==> config.mk <==
export PLATFORM = sky130hd
export DESIGN_NAME = fetch_unit
export DESIGN_NICKNAME = d
export VERILOG_FILES = /design/src/rtl/fetch_unit.sv
export SDC_FILE = /design/constraint.sdc
export NUM_CORES = 1
export LEC_CHECK = 0
export CORE_UTILIZATION = 50
export DETAILED_ROUTE_END_ITERATION = 8
export GPL_TIMING_DRIVEN = 0
export HOLD_SLACK_MARGIN = 0.1
export PLACE_DENSITY = 0.95
export RECOVER_POWER = 25
export SLEW_MARGIN = 20
export SYNTH_ARGS = -nofsm -noshare
export SYNTH_HDL_FRONTEND = slang
export SYNTH_SLANG_ARGS = --single-unit
==> constraint.sdc <==
create_clock -name clk -period 5.81 [get_ports clk]
set_input_delay 1.162 -clock clk [delete_from_list [all_inputs] [get_ports clk]]
set_output_delay 1.162 -clock clk [all_outputs]
set_load 0.01 [all_outputs]
==> src/rtl/fetch_unit.sv <==
// Instruction fetch stage: owns the PC, drives a synchronous-read imem and presents
// words to the decoder under valid/stall. Define FETCH_SKID_EN for the one-entry skid buffer.
module fetch_unit #(
    parameter int unsigned PC_W    = 15,
    parameter int unsigned INST_W  = 20,
    parameter logic [4:0]  HALT_OP = 5'd31
) (
    input  logic              clk,
    input  logic              rst_n,
    input  logic              start,
    input  logic              stall,
    input  logic              br_taken,
    input  logic [PC_W-1:0]   br_target,
    output logic [PC_W-1:0]   imem_addr,
    output logic              imem_rd,
    input  logic [INST_W-1:0] imem_data,
    output logic [4:0]        op,
    output logic [INST_W-1:0] inst,
    output logic              inst_valid,
    output logic [PC_W-1:0]   pc,
    output logic              halted
);

    localparam int unsigned OP_W = 5;

    typedef enum logic [1:0] {
        S_IDLE  = 2'd0,
        S_FETCH = 2'd1,
        S_HALT  = 2'd2
    } state_e;

    state_e              state_q, state_d;
    logic [PC_W-1:0]     fetch_pc_q, fetch_pc_d;
    logic [INST_W-1:0]   inst_q, inst_d;
    logic [PC_W-1:0]     pc_q, pc_d;
    logic                valid_q, valid_d;
    logic                halted_q, halted_d;
    logic                infl_q, infl_d;
    logic [PC_W-1:0]     infl_pc_q, infl_pc_d;
`ifdef FETCH_SKID_EN
    logic                skid_v_q, skid_v_d;
    logic [INST_W-1:0]   skid_inst_q, skid_inst_d;
    logic [PC_W-1:0]     skid_pc_q, skid_pc_d;
`endif

    logic accept_c;
    logic halt_hit_c;
    logic redirect_c;
    logic issue_c;
    logic load_c;

    // Handshake decode; halt outranks a same-cycle redirect.
    assign accept_c   = valid_q & ~stall;
    assign halt_hit_c = accept_c & (inst_q[INST_W-1 -: OP_W] == HALT_OP);
    assign redirect_c = valid_q & br_taken & ~halt_hit_c;
    assign issue_c    = (state_q == S_FETCH) & ~stall & ~redirect_c & ~halt_hit_c;
    assign load_c     = ~valid_q | accept_c;

    always_comb begin
        state_d    = state_q;
        fetch_pc_d = fetch_pc_q;
        inst_d     = inst_q;
        pc_d       = pc_q;
        valid_d    = valid_q;
        halted_d   = halted_q;
        infl_d     = issue_c;
        infl_pc_d  = fetch_pc_q;
`ifdef FETCH_SKID_EN
        skid_v_d    = skid_v_q;
        skid_inst_d = skid_inst_q;
        skid_pc_d   = skid_pc_q;
`endif
        if (issue_c) begin
            fetch_pc_d = fetch_pc_q + PC_W'(1);
        end

        case (state_q)
            S_IDLE: begin
                if (start) begin
                    state_d = S_FETCH;
                end
            end
            S_FETCH: begin
                if (halt_hit_c) begin
                    state_d  = S_HALT;
                    valid_d  = 1'b0;
                    halted_d = 1'b1;
`ifdef FETCH_SKID_EN
                    skid_v_d = 1'b0;
`endif
                end else if (redirect_c) begin
                    fetch_pc_d = br_target;
                    valid_d    = 1'b0;
`ifdef FETCH_SKID_EN
                    skid_v_d   = 1'b0;
`endif
                end else if (load_c) begin
                    // Output slot free: skid word first, then the returning word.
`ifdef FETCH_SKID_EN
                    if (skid_v_q) begin
                        inst_d   = skid_inst_q;
                        pc_d     = skid_pc_q;
                        valid_d  = 1'b1;
                        skid_v_d = 1'b0;
                    end else
`endif
                    if (infl_q) begin
                        inst_d  = imem_data;
                        pc_d    = infl_pc_q;
                        valid_d = 1'b1;
                    end else begin
                        valid_d = 1'b0;
                    end
                end else if (infl_q) begin
`ifdef FETCH_SKID_EN
                    skid_v_d    = 1'b1;
                    skid_inst_d = imem_data;
                    skid_pc_d   = infl_pc_q;
`else
                    // Drop the returning word and re-fetch it after the stall.
                    fetch_pc_d = infl_pc_q;
`endif
                end
            end
            S_HALT: begin
                state_d = S_HALT;
            end
            default: begin
                state_d = S_IDLE;
            end
        endcase
    end

    always_ff @(posedge clk) begin
        if (!rst_n) begin
            state_q     <= S_IDLE;
            fetch_pc_q  <= '0;
            inst_q      <= '0;
            pc_q        <= '0;
            valid_q     <= 1'b0;
            halted_q    <= 1'b0;
            infl_q      <= 1'b0;
            infl_pc_q   <= '0;
`ifdef FETCH_SKID_EN
            skid_v_q    <= 1'b0;
            skid_inst_q <= '0;
            skid_pc_q   <= '0;
`endif
        end else begin
            state_q     <= state_d;
            fetch_pc_q  <= fetch_pc_d;
            inst_q      <= inst_d;
            pc_q        <= pc_d;
            valid_q     <= valid_d;
            halted_q    <= halted_d;
            infl_q      <= infl_d;
            infl_pc_q   <= infl_pc_d;
`ifdef FETCH_SKID_EN
            skid_v_q    <= skid_v_d;
            skid_inst_q <= skid_inst_d;
            skid_pc_q   <= skid_pc_d;
`endif
        end
    end

    // Read strobe follows the issue decision so a stall suppresses it in the same cycle.
    assign imem_rd    = issue_c;
    assign imem_addr  = fetch_pc_q;
    assign op         = inst_q[INST_W-1 -: OP_W];
    assign inst       = inst_q;
    assign inst_valid = valid_q;
    assign pc         = pc_q;
    assign halted     = halted_q;

endmodule

# Word level (Yosys, flattened, before mapping)
# Index checks and enable logic that the tools add are counted.
# op_classes
n_addsub	1
n_eq_ne	5
mux	13
bitwise_logic	12
n_reduce_logical	6
# op_table
cell	count
15-bit 2-to-1 mux	6
15-bit by 1-bit adder with 15-bit output, second input constant	1
1-bit bitwise AND	7
2-bit case mux with 3 select lines	1
2-bit AND reduction	3
5-bit equality test, second input constant	1
5-bit AND reduction	1
1-bit 2-to-1 mux	4
2-bit 2-to-1 mux	2
2-bit != test, second input constant	2
1-bit inverter	4
3-bit nonzero test	1
2-bit by 1-bit equality test with 1-bit output, second input constant	1
2-bit equality test, second input constant	1
2-bit logical NOT	1
1-bit bitwise OR	1
# word_totals
reg_bits	70
input_bits	40
output_inout_bits	58
word_cells	45

# Longest topological paths before layout
# logic_depth
ltp_word	14
ltp_mapped	10
ltp_nobuf	8

# Least setup slack after synthesis
# OpenSTA, ideal clock, no wires.
# synth_timing
kind	input -> output
start	input br_taken
end	output imem_rd
t_arrival_ns	1.808
required_ns	4.648
slack_ns	2.840
cell_stages	4
n_path_buf	1
path_cell_list	and2_1 > a211o_1 > buf_6 > inv_2
# synth_via
elab_chain_len	5
# synth_lines
element	line	text
start, declared	12	input logic br_taken,
1-bit bitwise AND (2 in a row)	55	assign redirect_c = valid_q & br_taken & ~halt_hit_c;
1-bit inverter (no source line)	--	
1-bit bitwise AND (2 in a row)	56	assign issue_c = (state_q == S_FETCH) & ~stall & ~redirect_c & ~halt_hit_c;
end, declared	15	output logic imem_rd,
# No other way between the ends.

# Worst setup path after layout
# layout_timing
start	input stall
end	output imem_rd
# layout_via
elab_chain_len	8
elab_cells_between_ends	9
classes_between	bitwise (9)
# layout_lines
element	line	text
start, declared	11	input logic stall,
1-bit inverter *	53, 56	
1-bit bitwise AND	53	assign accept_c = valid_q & ~stall;
1-bit bitwise AND	54	assign halt_hit_c = accept_c & (inst_q[INST_W-1 -: OP_W] == HALT_OP);
1-bit inverter (no source line)	--	
1-bit bitwise AND	55	
1-bit inverter (no source line)	--	
1-bit bitwise AND	56	
1-bit bitwise AND *	56	
# Every way passes the cells marked *; elsewhere a longest branch is shown, timed or not.

==> flow_metrics.tcl <==
set metrics [dict create \
    num-nets-final 501 \
    cp_max_fo 10 \
    diodes 0 \
    crit_path_start_kind "input port" \
    antenna_found_initial 0 \
    seq_area_frac_synth 0.449 \
    pwr-share-seq 0.501 \
    die_x_um 81.0 \
    p_int_w 0.000760 \
    fin_area_um2 4350 \
    dieArea_um2 6570 \
    combPwrFrac 0.175 \
    rsz0062_at_grt "false" \
    nFillCells 450 \
    io_pins 98 \
    drv_slew 0 \
    timing.critical_path.required_ns 4.65 \
    cp_slowest_cell "clkdlybuf4s50_1" \
    clock_sinks 70 \
    synth-edff-count 0 \
    fin_crit_ns 4.21 \
    row_count 28 \
    synthDistinctLibCells 52 \
    power_density_nw_per_um2 243 \
    timing.critical_path.buf_inv 4 \
    tightestPinTransition_ns 0.749 \
    cts-htree-levels 3 \
    syn_area_um2 3120 \
    maxCapViolCount 0 \
    max_freq_mhz 238 \
    worstHoldPathType "reg -> reg" \
    wirelength_mm 9.50 \
    cts_setup_buffers 0 \
    track_usage 0.303 \
    post-route-period-util 0.724 \
    drtIter0Drc 422 \
    insertion_delay_ns 0.34 \
    drc 0 \
    num_vias 3221 \
    worst_setup_path_end_kind "output port" \
    place_hpwl_mm 6.64 \
    crit_family "buffers and inverters" \
    cts.repair.resized 0 \
    switchingPower_w 0.000297 \
    route.antenna.remaining_nets 0 \
    firstDrtPassIters 6 \
    routabilityCongestion 0.934 \
    cts_buffer_depth 2 \
    cp_data_arrival_time_ns 3.04 \
    vdd_drop_max_uv 191 \
    yosysWarnings 0 \
    grt_pass1_vias 2972 \
    swShare 0.281 \
    slew_headroom 0.496 \
    grt_max_degree 11 \
    fin_setup_tns_ns 0 \
    critical_path.max_stage_delay_ns 0.60 \
    viasPerCell 6.02 \
    hold_buffers 0 \
    p_leak_nw 1.63 \
    start_util 0.524 \
    async_flop_share 0 \
    grt_pass1_wl_mm 14.7 \
    cts_tree "yes" \
    dp.cells 522 \
    setup_viol 0 \
    critPathKind "in -> out" \
    drive_gt1_frac 0.0696 \
    clk_pin_slew_ns 0.06 \
    synth-seq-cells 70 \
    crit_path_cell_trace "clkdlybuf4s50_1 > and4b_4 > a211o_1 > buf_6 > inv_2 > clkdlybuf4s50_1" \
    port_buffers 97 \
    status "completed" \
    drt-wirelength-per-cell_um 17.8 \
    crit_path_frequent_cell "clkdlybuf4s50_1" \
    syn_inst 350 \
    layout.cells.non_filler 535 \
    dpl_cell_area_um2 4190 \
    ys.flop_type "dfxtp_1" \
    syn_area_per_cell_um2 8.92 \
    p_clk_frac 0.324 \
    synth_fp_nets 393 \
    finalClockSkew_ns 0.00657 \
    fin_util 0.730 \
    coreArea_um2 5960 \
    root_buffer "clkbuf_8" \
    overflow 0 \
    hold_viol_final 0 \
    dieHeight_um 81.0 \
    cts_buffers 9 \
    synthToLayoutAreaGrowth_pct 39.3 \
]
## kinds of logic (layout without fill, tap and decap cells)
| group | count (synthesis) | count (layout) | share of synthesized area |
|---|---|---|---|
| compound gates | 78 | 78 | 0.161 |
| xor+xnor | 3 | 3 | 0.00841 |
| fa+ha+maj | 3 | 3 | 0.0120 |
| simple gates | 128 | 128 | 0.204 |
| flops | 70 | 70 | 0.449 |
| buf+inv | 32 | 142 | 0.0513 |
| mux | 36 | 36 | 0.115 |
## power by group through the flow
stage	sequential, W	combinational, W	clock, W
2_1_floorplan	0.000538	0.0000901	0
3_3_place_gp	0.000538	0.000173	0
3_5_place_dp	0.000539	0.000179	0
4_1_cts	0.000529	0.000181	0.000340
5_1_grt	0.000532	0.000198	0.000362
6_report	0.000530	0.000185	0.000343
## placed cells by master, fill, tap and decap left out, types with 3 or more instances in the layout
cell type        count
o21ai_1              3
ha_1                 3
inv_1                4
clkbuf_8            11
and2_1              12
buf_4                5
a211oi_1             4
a31oi_1              6
nand2b_1             3
nand2_1             16
dfxtp_1             70
clkdlybuf4s50_1     74
dlygate4sd3_1       23
a21oi_1             18
o21ai_0             20
and3_1               4
o22ai_1              4
or3_1                4
a211o_1              3
nor2_1              53
nand3_1             15
mux2i_1             36
and2_0               4
clkbuf_1            15
nor3_1               3
buf_2                5
## worst paths after layout
path / depth (start not counted) / startpoint / to / slack [ns]
max: 6 / stall / imem_rd / 1.60
min: 2 / pc[4]$_SDFFE_PN0P_ / pc[4]$_SDFFE_PN0P_ / 0.49
max reg2reg: 8 / state_q[1]$_SDFFE_PN0P_ / imem_addr[6]$_SDFF_PN0_ / 3.08
min reg2reg: 2 / pc[4]$_SDFFE_PN0P_ / pc[4]$_SDFFE_PN0P_ / 0.49
## worst reg2reg max path: stages, from the launching register on
cell and delay (ns):
dfxtp_1 0.30, inv_1 0.08, ha_1 0.15, clkbuf_1 0.37
a21boi_1 0.39, clkbuf_1 0.43, clkbuf_1 0.51, o2111ai_1 0.22
o22ai_1 0.19
## state kept, by name, summed over array words and instances, names as in the netlist
name,count
infl_pc_q,15
inst,20
pc,15
state_q,2
inst_valid,1
infl_q,1
imem_addr,15
halted,1
## routing by layer
metal / wire, µm / GRT usage / up-vias
met3: 887 / 0.0652 / 51
li1: - / - / 1457
met4: 334 / 0.146 / 0
met5: 0 / 0 / -
met1: 3730 / 0.380 / 1491
met2: 4550 / 0.493 / 222
## final cells by class
cell class,instances,area (µm²),area share
buffer,27,141,0.0325
clock buffer,11,151,0.0348
clock inverter,2,10.0,0.00230
inverter,5,18.8,0.00432
multi-input combinational,248,1560,0.359
sequential,70,1400,0.322
tap,75,93.8,0.0216
timing repair buffer,97,971,0.223
## metrics by stage
step / setup slack (ns) / hold slack, ns / power (W)
finish: 1.60 / 0.488 / 0.00106
global route: 1.56 / 0.519 / 0.00109
CTS: 1.64 / 0.498 / 0.00105
detailed placement: 1.66 / 0.480 / 0.000718
global placement: 1.67 / 0.455 / 0.000711
floorplan: 2.84 / 0.457 / 0.000628
## cells in the mapped netlist (2+ instances only)
cell type | number | area, µm²
a211oi_1 | 4 | 30.0
or3_1 | 4 | 25.0
dfxtp_1 | 70 | 1400
nand3_1 | 15 | 75.1
nand2_1 | 16 | 60.1
o221ai_1 | 2 | 17.5
o22ai_1 | 4 | 25.0
and3_1 | 4 | 25.0
a21oi_1 | 18 | 90.1
o21ai_1 | 3 | 15.0
a311o_1 | 2 | 20.0
and2_1 | 16 | 100
buf_4 | 5 | 37.5
or4_1 | 2 | 15.0
nor2_1 | 53 | 199
nor4_1 | 2 | 12.5
nand4_1 | 2 | 12.5
buf_2 | 5 | 25.0
clkbuf_1 | 15 | 56.3
inv_1 | 4 | 15.0
o21a_1 | 2 | 15.0
and4_1 | 2 | 17.5
a211o_1 | 3 | 26.3
o21ai_0 | 20 | 100
buf_6 | 2 | 22.5
a31oi_1 | 6 | 37.5
mux2i_1 | 36 | 360
a221oi_1 | 2 | 17.5
nor3_1 | 3 | 15.0
xnor2_1 | 2 | 17.5
nand2b_1 | 3 | 18.8
ha_1 | 3 | 37.5
Power figures use the tool's default switching activity.
